**config.mk**
```make
export PLATFORM = sky130hd
export DESIGN_NAME = rf_wport_arbiter
export DESIGN_NICKNAME = d
export VERILOG_FILES = /design/src/rtl/rf_wport_arbiter.sv
export SDC_FILE = /design/constraint.sdc
export NUM_CORES = 1
export LEC_CHECK = 0
export CORE_AREA = 4 4 113 115
export DETAILED_ROUTE_END_ITERATION = 7
export DIE_AREA = 0 0 117 119
export PLACE_DENSITY_LB_ADDON = 0.3
export SLEW_MARGIN = 10
export SYNTH_ARGS = -nofsm -noshare
export SYNTH_HDL_FRONTEND = slang
export SYNTH_SLANG_ARGS = --single-unit
```
**constraint.sdc**
```tcl
create_clock -name clk -period 7.1 [get_ports clk]
set_input_delay 0.71 -clock clk [delete_from_list [all_inputs] [get_ports clk]]
set_output_delay 0.71 -clock clk [all_outputs]
set_load 0.02 [all_outputs]
```
**src/rtl/rf_wport_arbiter.sv**
```systemverilog
// rf_wport_arbiter: shares the register-file write port between WB and a FIFO of MD results, tracking pending writes.
module rf_wport_arbiter #(
   parameter int DEPTH      = 2,
   parameter int STARVE_LIM = 4
) (
   input  logic        clk,
   input  logic        rst_n,
   input  logic        wb_en,
   input  logic [3:0]  wb_wn,
   input  logic [31:0] wb_wd,
   input  logic        md_valid,
   input  logic [3:0]  md_wn,
   input  logic [31:0] md_wd,
   output logic        md_ready,
   input  logic [3:0]  rn1,
   input  logic [3:0]  rn2,
   input  logic [3:0]  rd_dst,
   output logic        hazard,
   output logic [15:0] pend_mask,
   output logic        md_starve,
   output logic        rf_en,
   output logic [3:0]  rf_wn,
   output logic [31:0] rf_wd
);
   localparam int AW = $clog2(DEPTH);
   localparam logic [AW:0] FULL = (AW+1)'(DEPTH);
   localparam logic [3:0] LIM = 4'(STARVE_LIM);

   logic [3:0]    wn_q [DEPTH];
   logic [3:0]    wn_d [DEPTH];
   logic [31:0]   wd_q [DEPTH];
   logic [31:0]   wd_d [DEPTH];
   logic [AW-1:0] rp_q, rp_d, wp_q, wp_d, off;
   logic [AW:0]   cnt_q, cnt_d;
   logic [3:0]    sc_q, sc_d;
   logic          init_q, init_d;
   logic          wb_act, nonempty, pop, push;
   logic [15:0]   pm;

   // rst_n gates the grant so an in-flight write is killed asynchronously
   always_comb begin
      wb_act   = rst_n && wb_en && wb_wn != 4'd0;
      nonempty = cnt_q != '0;
      pop      = rst_n && !wb_act && nonempty;
      md_ready = init_q && cnt_q < FULL;
      push     = md_valid && md_ready && md_wn != 4'd0;
   end

   always_comb begin
      rf_en     = wb_act || pop;
      rf_wn     = wb_act ? wb_wn : pop ? wn_q[rp_q] : 4'd0;
      rf_wd     = wb_act ? wb_wd : pop ? wd_q[rp_q] : 32'd0;
      md_starve = sc_q == LIM;
   end

   always_comb begin
      pm  = '0;
      off = '0;
      for (int i = 0; i < DEPTH; i++) begin
         off = AW'(i) - rp_q;
         if ({1'b0, off} < cnt_q) pm[wn_q[i]] = 1'b1;
      end
      pend_mask = {pm[15:1], 1'b0};
      hazard    = pend_mask[rn1] | pend_mask[rn2] | pend_mask[rd_dst];
   end

   always_comb begin
      wn_d = wn_q;
      wd_d = wd_q;
      if (push) begin
         wn_d[wp_q] = md_wn;
         wd_d[wp_q] = md_wd;
      end
      wp_d   = wp_q + AW'(push);
      rp_d   = rp_q + AW'(pop);
      cnt_d  = cnt_q + (AW+1)'(push) - (AW+1)'(pop);
      sc_d   = (!nonempty || pop) ? 4'd0 : (sc_q >= LIM) ? LIM : sc_q + 4'd1;
      init_d = 1'b1;
   end

   always_ff @(posedge clk or negedge rst_n) begin
      if (!rst_n) begin
         for (int i = 0; i < DEPTH; i++) begin
            wn_q[i] <= '0;
            wd_q[i] <= '0;
         end
         rp_q   <= '0;
         wp_q   <= '0;
         cnt_q  <= '0;
         sc_q   <= '0;
         init_q <= 1'b0;
      end else begin
         wn_q   <= wn_d;
         wd_q   <= wd_d;
         rp_q   <= rp_d;
         wp_q   <= wp_d;
         cnt_q  <= cnt_d;
         sc_q   <= sc_d;
         init_q <= init_d;
      end
   end
endmodule

```
==> impl_metrics.py, run 1 <==
metrics = {
    "worst_setup_path": {
        "path_class": "flop to output port",
        "cpLargestDelayFamily": "buffers and inverters",
        "endpoint_kind": "output port",
        "path_max_fanout": 40,
        "crit_buf_inv": 2,
        "crit_chain": "buf_4, nor2b_1, o211ai_2, o32ai_1, mux4_2, and3b_1, a2111oi_2, nand4b_1, clkdlybuf4s50_1",
        "cp_slowest_cell": "clkdlybuf4s50_1",
        "critPathMaxStageDelay_ps": 550,
        "start_kind": "flop",
        "cp.required_ps": 6390,
        "arrival_ps": 3730,
    },
    "timing": {
        "rsz0062_at_grt": "no",
        "drv_slew": 0,
        "finalHoldViolCount": 0,
        "clock_skew_ps": 7.35,
        "hold_slack_ps": 278,
        "fin_crit_ps": 4440,
        "worstMarginPinSlew_ps": 1200,
        "timing.fmax_mhz": 225,
        "setup_tns_ps": 0,
        "fin_crit_sh": 0.625,
        "slew-limit-headroom": 0.187,
        "setup_violations": 0,
    },
    "yosys": {
        "avgSynthCellArea_um2": 10.8,
        "syn_area_um2": 4610,
        "ys_warn_count": 0,
        "synth-edff-count": 0,
        "syn_inst": 427,
        "ys_async_sr_fraction": 1.00,
        "synth.area.top_cells": "dfrtp_1 (44%), mux2_2 (17%), mux2i_1 (8.7%), o21ai_0 (5.0%), nand2_1 (4.2%)",
        "synth_top_cell_area_share": 0.440,
        "yosysUniqueCellTypes": 49,
        "synth_flop_cell": "dfrtp_1",
        "yosysTopAreaCell": "dfrtp_1",
        "ys_ff_latch": 81,
        "synth-seq-area-share": 0.440,
    },
    "detailed_routing": {
        "dr.pass1.iters": 5,
        "wl_per_cell_um": 17.1,
        "postRouteAntennaNets": 0,
        "initialDrtViolationCount": 212,
        "vias_per_cell": 5.40,
        "vias": 3834,
        "wirelength_um": 12200,
        "drc": 0,
    },
    "clock_tree": {
        "cts.sinks": 81,
        "cts_resized": 0,
        "cts_tree": "yes",
        "clockRootBuffer": "clkbuf_16",
        "clk_pin_slew_ps": 60,
        "cts_setup_buffers": 0,
        "clock_latency_ps": 330,
        "cts_buffers": 9,
        "cts_hold_buf": 0,
        "htree_levels": 3,
        "cts_buffer_depth": 2,
    },
    "floorplan": {
        "initial_core_util": 0.390,
        "die_w_um": 117,
        "io_pins": 144,
        "die_area_um2": 13900,
        "row_count": 40,
        "coreArea_um2": 11800,
        "die_h_um": 119,
    },
    "final_layout": {
        "nets": 653,
        "final_layout_size_suffix_gt1_frac": 0.187,
        "antenna_cells": 0,
        "area_delta_synth_final_pct": 40.0,
    },
    "global_route": {
        "grt_max_degree": 64,
        "groute.usage.overall": 0.178,
        "grt_pass1_vias": 4090,
        "antenna_found_initial": 0,
        "grt_first_pass_wirelength_um": 19800,
        "overflow": 0,
    },
    "placement": {
        "dp_hpwl_um": 8930,
        "port_buffers": 142,
        "gp_congestion": 0.906,
    },
    "power": {
        "clock_power_share": 0.198,
        "seqPwrFrac": 0.351,
        "leakagePower_nw": 2.68,
        "swShare": 0.358,
        "p_int_w": 0.00155,
        "p_switching_w": 0.000864,
        "power.density_nw_per_um2": 374,
        "ir_drop_mv": 0.175,
        "comb_power_share": 0.451,
        "finalPower_w": 0.00241,
    },
    "worst_hold_path": {
        "hold_class": "input port to asynchronous set/reset pin",
    },
    "run_status": {
        "status": "complete, no violations",
    },
    "flow_run": {
        "cap_violations": 0,
    },
}
## routing by layer
layer	vias to the layer above	part of all wire	track usage
met2	128	0.51	0.307
met3	17	0.069	0.0432
met4	0	0.018	0.0638
li1	1815	-	-
met1	1874	0.40	0.212
met5	-	0	0
## state kept, by name, indices dropped and copies added, names as in the netlist
name / flops
wd_q: 64
init_q: 1
cnt_q: 2
rp_q: 1
wp_q: 1
sc_q: 4
wn_q: 8
## power groups by stage
stage,Sequential (W),Combinational (W),Clock [W]
3_3_place_gp,0.000840,0.00108,0
4_1_cts,0.000847,0.00110,0.000489
5_1_grt,0.000879,0.00119,0.000507
6_report,0.000848,0.00109,0.000477
2_1_floorplan,0.000797,0.000749,0
3_5_place_dp,0.000854,0.00110,0
## cells in the final DEF, fill, tap and decap left out, drive strengths merged, types with 9 or more instances in the layout
cell,instances
dfrtp,81
nor2,9
nand2,52
clkdlybuf4s50,141
mux2,71
clkbuf,9
inv,17
mux2i,40
o21ai,46
## metrics by stage
step | cell area (µm²) | setup slack (ps) | std cells | utilization
global placement | 6140 | 2890 | 695 | 0.520
floorplan | 4610 | 4030 | 428 | -
finish | 6450 | 2660 | 710 | 0.546
detailed placement | 6140 | 2840 | 695 | 0.520
global route | 6450 | 2430 | 710 | 0.546
CTS | 6450 | 2620 | 710 | 0.546
## area by class of cell
cell class,instances,area [µm²]
clock inverters,6,83.8
clock buffers,9,225
flip-flops and latches,81,2030
well taps,147,184
multi-input cells,304,2420
repair buffers,146,1450
inverters,17,63.8
fillers,1053,5360
## cell families (layout without fill, tap and decap cells)
family | after synthesis | in the layout | synth area share
other | 2 | 3 | 0.00163
xor gates and xnor gates | 3 | 3 | 0.00571
adders and majority gates | 6 | 6 | 0.0163
and+or+nand+nor | 90 | 90 | 0.0916
buffers and inverters | 43 | 178 | 0.0378
DFF | 81 | 81 | 0.440
AOI/OAI and AO/OA | 87 | 87 | 0.127
muxes | 115 | 115 | 0.280
## final timing paths
kind	start	endpoint	slack, ps	depth (start not counted)
setup / recovery	rp_q	hazard	2660	9
hold / removal	rst_n	wd_q[44]	280	1
setup reg to reg	cnt_q[1]	wd_q[42]	4680	4
hold reg to reg	wd_q[60]	wd_q[60]	500	1
max in group asynchronous	rst_n	rp_q	5690	2
min in group clk	wd_q[60]	wd_q[60]	500	1
## cells in the mapped netlist, types with 3 or more instances
cell type	instances
o21ai_0	46
a21oi_1	5
inv_1	17
mux4_2	4
xnor2_1	3
dfrtp_1	81
mux2i_1	40
nor2_1	9
o22ai_1	5
o32ai_1	3
nand3b_1	4
nand3_1	6
or4_1	4
o2111ai_1	6
clkbuf_1	14
nand2_1	52
ha_1	6
mux2_2	71
buf_1	9
and3_1	3
nor2b_1	4
No activity file was read; power rests on OpenSTA's default activity.
==> inputs of run 2 (changes only) <==
- clock period: 7.1 -> 3.9 ns (I/O delays scaled with it)
==> run 2 against run 1 <==
  * Clock-buffer cell count is 1 higher
  * Core utilization increased by 0.16 points
  * Via count about the same
  * Critical endpoint unchanged
==> impl_metrics.py, run 2 (synthesis results as in run 1) <==
metrics = {
    "power": {
        "seqPwrFrac": 0.355,
        "clock_power_share": 0.187,
        "p_switching_w": 0.00160,
        "swShare": 0.364,
        "power.density_nw_per_um2": 677,
        "comb_power_share": 0.458,
        "finalPower_w": 0.00438,
        "ir_drop_mv": 0.304,
        "leakagePower_nw": 2.68,
        "p_int_w": 0.00279,
    },
    "detailed_routing": {
        "wirelength_um": 12500,
        "wl_per_cell_um": 17.5,
        "dr.pass1.iters": 4,
        "postRouteAntennaNets": 0,
        "vias": 3831,
        "initialDrtViolationCount": 179,
        "drc": 0,
        "vias_per_cell": 5.37,
    },
    "floorplan": {
        "die_area_um2": 13900,
        "initial_core_util": 0.390,
        "coreArea_um2": 11800,
        "io_pins": 144,
        "die_h_um": 119,
        "die_w_um": 117,
        "row_count": 40,
    },
    "worst_setup_path": {
        "endpoint_kind": "output port",
        "r2r_end": "wd_q[37]",
        "reg2reg_from": "cnt_q[1]",
        "crit_chain": "a21o_1, nand3b_1, o22ai_2, mux4_2, and3b_1, a2111oi_2, nand4b_1, clkdlybuf4s50_1",
        "arrival_ps": 3310,
        "critPathMaxStageDelay_ps": 570,
        "reg2regPathDepth": 4,
        "path_max_fanout": 13,
        "reg2reg_slack_ps": 1430,
        "cp_slowest_cell": "dfrtp_1",
        "cp.required_ps": 3510,
        "start_kind": "flop",
        "path_class": "flop to output port",
    },
    "flow_run": {
        "cap_violations": 0,
    },
    "timing": {
        "fin_crit_ps": 3700,
        "timing.fmax_mhz": 270,
        "hold_slack_ps": 358,
        "setup_violations": 0,
        "fin_crit_sh": 0.948,
        "finalHoldViolCount": 0,
        "clock_skew_ps": 5.13,
        "slew-limit-headroom": 0.317,
        "rsz0062_at_grt": "no",
        "worstMarginPinSlew_ps": 1020,
        "drv_slew": 0,
        "setup_tns_ps": 0,
    },
    "final_layout": {
        "final_cell_mix": "clkdlybuf4s50_1 (141), dfrtp_1 (80), mux2_2 (71)",
        "largest_register_ffs": 64,
        "final_layout_size_suffix_gt1_frac": 0.194,
        "final_common_cell": "clkdlybuf4s50_1",
        "regMostFlops": "wd_q",
        "nets": 656,
        "antenna_cells": 0,
        "area_delta_synth_final_pct": 40.5,
        "top_regs": "wd_q: 64 flops, wn_q: 8 flops, sc_q: 4 flops",
    },
    "global_route": {
        "antenna_found_initial": 0,
        "overflow": 0,
        "grt_max_degree": 84,
        "grt_pass1_vias": 4110,
        "grt_first_pass_wirelength_um": 20300,
        "groute.usage.overall": 0.183,
    },
    "clock_tree": {
        "cts.sinks": 81,
        "clock_latency_ps": 330,
        "htree_levels": 3,
        "cts_setup_buffers": 0,
        "cts_hold_buf": 0,
        "cts_buffer_depth": 2,
        "cts_tree": "yes",
        "clk_pin_slew_ps": 60,
        "cts_buffers": 9,
        "clockRootBuffer": "clkbuf_16",
        "cts_resized": 0,
    },
    "placement": {
        "gp_congestion": 0.906,
        "dp_hpwl_um": 9320,
        "port_buffers": 142,
    },
    "run_status": {
        "status": "complete, no violations",
    },
    "worst_hold_path": {
        "hold_class": "input port to asynchronous set/reset pin",
    },
}
run 2: cell type report:
| cell class | count | area [µm²] |
|---|---|---|
| clock inverter | 5 | 56.3 |
| inverter | 17 | 63.8 |
| fill | 1058 | 5340 |
| timing repair buffer | 149 | 1470 |
| clock buffer | 10 | 239 |
| tap | 147 | 184 |
| multi-input combinational | 304 | 2430 |
| sequential | 81 | 2030 |
run 2: worst max-delay path: cells and delay by family (launching register included):
kind,cells,cell delay (ps)
DFF,1,570
muxes,1,490
AOI/OAI and AO/OA,3,810
and+or+nand+nor,3,560
buffers and inverters,1,550
run 2: layer usage:
metal  GRT usage  up-vias  wire (µm)
li1            -     1812          -
met2       0.316      140       6400
met4      0.0602        0        204
met1       0.220     1859       5070
met3      0.0473       20        777
met5           0        -          0
run 2: power by group through the flow:
| stage | sequential, W | combinational, W | clock (W) |
|---|---|---|---|
| 6_report | 0.00156 | 0.00201 | 0.000818 |
| 5_1_grt | 0.00161 | 0.00218 | 0.000879 |
| 4_1_cts | 0.00155 | 0.00202 | 0.000838 |
| 3_5_place_dp | 0.00156 | 0.00202 | 0 |
| 3_3_place_gp | 0.00153 | 0.00197 | 0 |
| 2_1_floorplan | 0.00145 | 0.00136 | 0 |
run 2: worst max path at each step:
stage | start | endpoint | cells past startpoint
6_report | cnt_q[1] | hazard | 8
5_1_grt | cnt_q[1] | hazard | 8
4_1_cts | cnt_q[1] | hazard | 8
3_5_place_dp | cnt_q[0] | hazard | 8
3_3_place_gp | cnt_q[1] | hazard | 8
2_1_floorplan | cnt_q[0] | hazard | 8
run 2: metrics by stage:
step	util	area (µm²)	instances	setup slack, ps
2_1_floorplan	-	4610	428	1150
3_3_place_gp	0.522	6160	698	546
3_5_place_dp	0.522	6160	698	496
4_1_cts	0.547	6460	713	150
5_1_grt	0.548	6470	713	47.8
6_report	0.548	6470	713	202
==> inputs of run 3 (changes only) <==
--- a/config.mk
+++ b/config.mk
@@ -7,5 +7,6 @@
 export LEC_CHECK = 0
-export CORE_AREA = 4 4 113 115
+export CORE_AREA = 4 4 129 100
 export DETAILED_ROUTE_END_ITERATION = 7
-export DIE_AREA = 0 0 117 119
+export DIE_AREA = 0 0 133 104
+export MAX_ROUTING_LAYER = met4
 export PLACE_DENSITY_LB_ADDON = 0.3
--- a/constraint.sdc
+++ b/constraint.sdc
@@ -3,2 +3,2 @@
 set_output_delay 0.39 -clock clk [all_outputs]
-set_load 0.02 [all_outputs]
+set_load 0.005 [all_outputs]
==> run 3 against run 2 <==
  * Register-to-register slack gained 50 ps
  * Hold slack lost 360 ps
  * Critical path depth stayed put
  * Highest routed layer unchanged
  * Critical path type unchanged
  * Sequential power about the same
  * Worst setup slack improved by 52 ps
  * The flow now finishes with violations (negative hold slack)
  * Core utilization rose by 1.2 points
  * Non-clock buffer count fell by 2
  * Largest power group unchanged
  * First-iteration DRC count is 34% higher
  * Clock skew about the same
  * Power is 4.6% lower
==> impl_metrics.py, run 3 (synthesis results as in run 1) <==
metrics = {
    "clock_tree": {
        "cts_buffers": 9,
        "clk_pin_slew_ps": 60,
        "cts.sinks": 81,
        "clock_latency_ps": 330,
        "cts_hold_buf": 0,
        "clockRootBuffer": "clkbuf_16",
        "htree_levels": 3,
        "cts_buffer_depth": 2,
        "cts_resized": 0,
        "cts_tree": "yes",
        "cts_setup_buffers": 0,
    },
    "worst_setup_path": {
        "arrival_ps": 3260,
        "start_kind": "flop",
        "cp.required_ps": 3510,
        "path_class": "flop to output port",
        "path_max_fanout": 8,
        "endpoint_kind": "output port",
    },
    "final_layout": {
        "fill_cells": 980,
        "final_layout_size_suffix_gt1_frac": 0.184,
        "largest_register_ffs": 64,
        "antenna_cells": 0,
        "seqCellArea_um2": 2030,
        "final_cell_mix": "clkdlybuf4s50_1 (141), dfrtp_1 (80), mux2_2 (71)",
        "top_regs": "wd_q: 64 flops, wn_q: 8 flops, sc_q: 4 flops",
        "area_delta_synth_final_pct": 40.2,
        "multi_input_area_um2": 2420,
        "regMostFlops": "wd_q",
        "final_common_cell": "clkdlybuf4s50_1",
        "nets": 654,
        "final_cells": 727,
    },
    "global_route": {
        "grt_pass1_vias": 3887,
        "groute.usage.overall": 0.187,
        "grt_max_degree": 51,
        "grt_first_pass_wirelength_um": 20200,
        "antenna_found_initial": 0,
        "overflow": 0,
    },
    "flow_run": {
        "cap_violations": 0,
    },
    "placement": {
        "dp_cells": 711,
        "gp_congestion": 0.947,
        "post-place-ws_ps": 698,
        "port_buffers": 142,
        "dp_hpwl_um": 9280,
    },
    "timing": {
        "rsz0062_at_grt": "no",
        "slew-limit-headroom": 0.336,
        "worstMarginPinSlew_ps": 995,
        "setup_violations": 0,
        "fin_ws_ps": 253,
        "finalHoldViolCount": 2,
        "fin_crit_sh": 0.935,
        "drv_slew": 0,
        "hold_slack_ps": -2.27,
        "setup_tns_ps": 0,
        "clock_skew_ps": 4.98,
        "fin_crit_ps": 3650,
        "timing.fmax_mhz": 274,
    },
    "floorplan": {
        "die_w_um": 133,
        "initial_core_util": 0.400,
        "io_pins": 144,
        "coreArea_um2": 11500,
        "die_h_um": 104,
        "row_count": 34,
        "die_area_um2": 13800,
    },
    "power": {
        "clock_power_share": 0.196,
        "ir_drop_mv": 0.336,
        "swShare": 0.335,
        "p_int_w": 0.00278,
        "leakagePower_nw": 2.67,
        "comb_power_share": 0.435,
        "power.density_nw_per_um2": 648,
        "p_switching_w": 0.00140,
        "seqPwrFrac": 0.369,
    },
    "detailed_routing": {
        "vias": 3848,
        "drc": 0,
        "initialDrtViolationCount": 240,
        "vias_per_cell": 5.29,
        "wirelength_um": 12600,
        "wl_per_cell_um": 17.3,
        "postRouteAntennaNets": 0,
        "dr.pass1.iters": 5,
    },
    "worst_hold_path": {
        "hold_class": "input port to asynchronous set/reset pin",
    },
    "run_status": {
        "violations": "negative hold slack",
        "status": "finished with violations",
    },
}
-- run 3: worst paths after layout --
kind,start,endpoint,slack (ps),cells past startpoint
setup / recovery,cnt_q[0],hazard,250,8
hold / removal,rst_n,wd_q[49],-2,1
setup reg to reg,cnt_q[1],wd_q[59],1480,4
hold reg to reg,wd_q[48],wd_q[48],500,1
max in group asynchronous,rst_n,wd_q[40],2910,2
min in group clk,wd_q[48],wd_q[48],500,1
-- run 3: layout make-up --
| class | count | share of cell area |
|---|---|---|
| clock buffer | 13 | 0.0388 |
| clock inverter | 3 | 0.00620 |
| inverter | 17 | 0.00988 |
| multi-input combinational | 304 | 0.374 |
| sequential | 81 | 0.314 |
| tap | 162 | 0.0314 |
| timing repair buffer | 147 | 0.226 |
-- run 3: critical path, stage by stage, from the launching register on --
cell and delay, ps:
dfrtp_1 400, nor2b_1 580, o211ai_1 190, o21ai_0 380
o21ai_0 170, mux4_2 490, nor2_1 100, nand4b_1 110
clkdlybuf4s50_1 510
-- run 3: per-layer routing --
layer	up-vias	routed length [µm]	track usage
met5	-	0	-
met2	152	5900	0.287
met1	1859	5630	0.247
met3	15	896	0.0537
met4	0	133	0.0423
li1	1822	-	-
-- run 3: through the flow --
step / area [µm²] / power (W) / util
2_1_floorplan: 4610 / 0.00264 / -
3_3_place_gp: 6170 / 0.00331 / 0.535
3_5_place_dp: 6170 / 0.00338 / 0.535
4_1_cts: 6460 / 0.00421 / 0.560
5_1_grt: 6460 / 0.00446 / 0.560
6_report: 6460 / 0.00418 / 0.560
-- run 3: power groups by stage --
stage / Sequential (W) / Clock (W) / Combinational, W
6_report: 0.00154 / 0.000818 / 0.00182
3_3_place_gp: 0.00153 / 0 / 0.00178
2_1_floorplan: 0.00145 / 0 / 0.00118
3_5_place_dp: 0.00155 / 0 / 0.00182
4_1_cts: 0.00154 / 0.000842 / 0.00183
5_1_grt: 0.00160 / 0.000883 / 0.00198
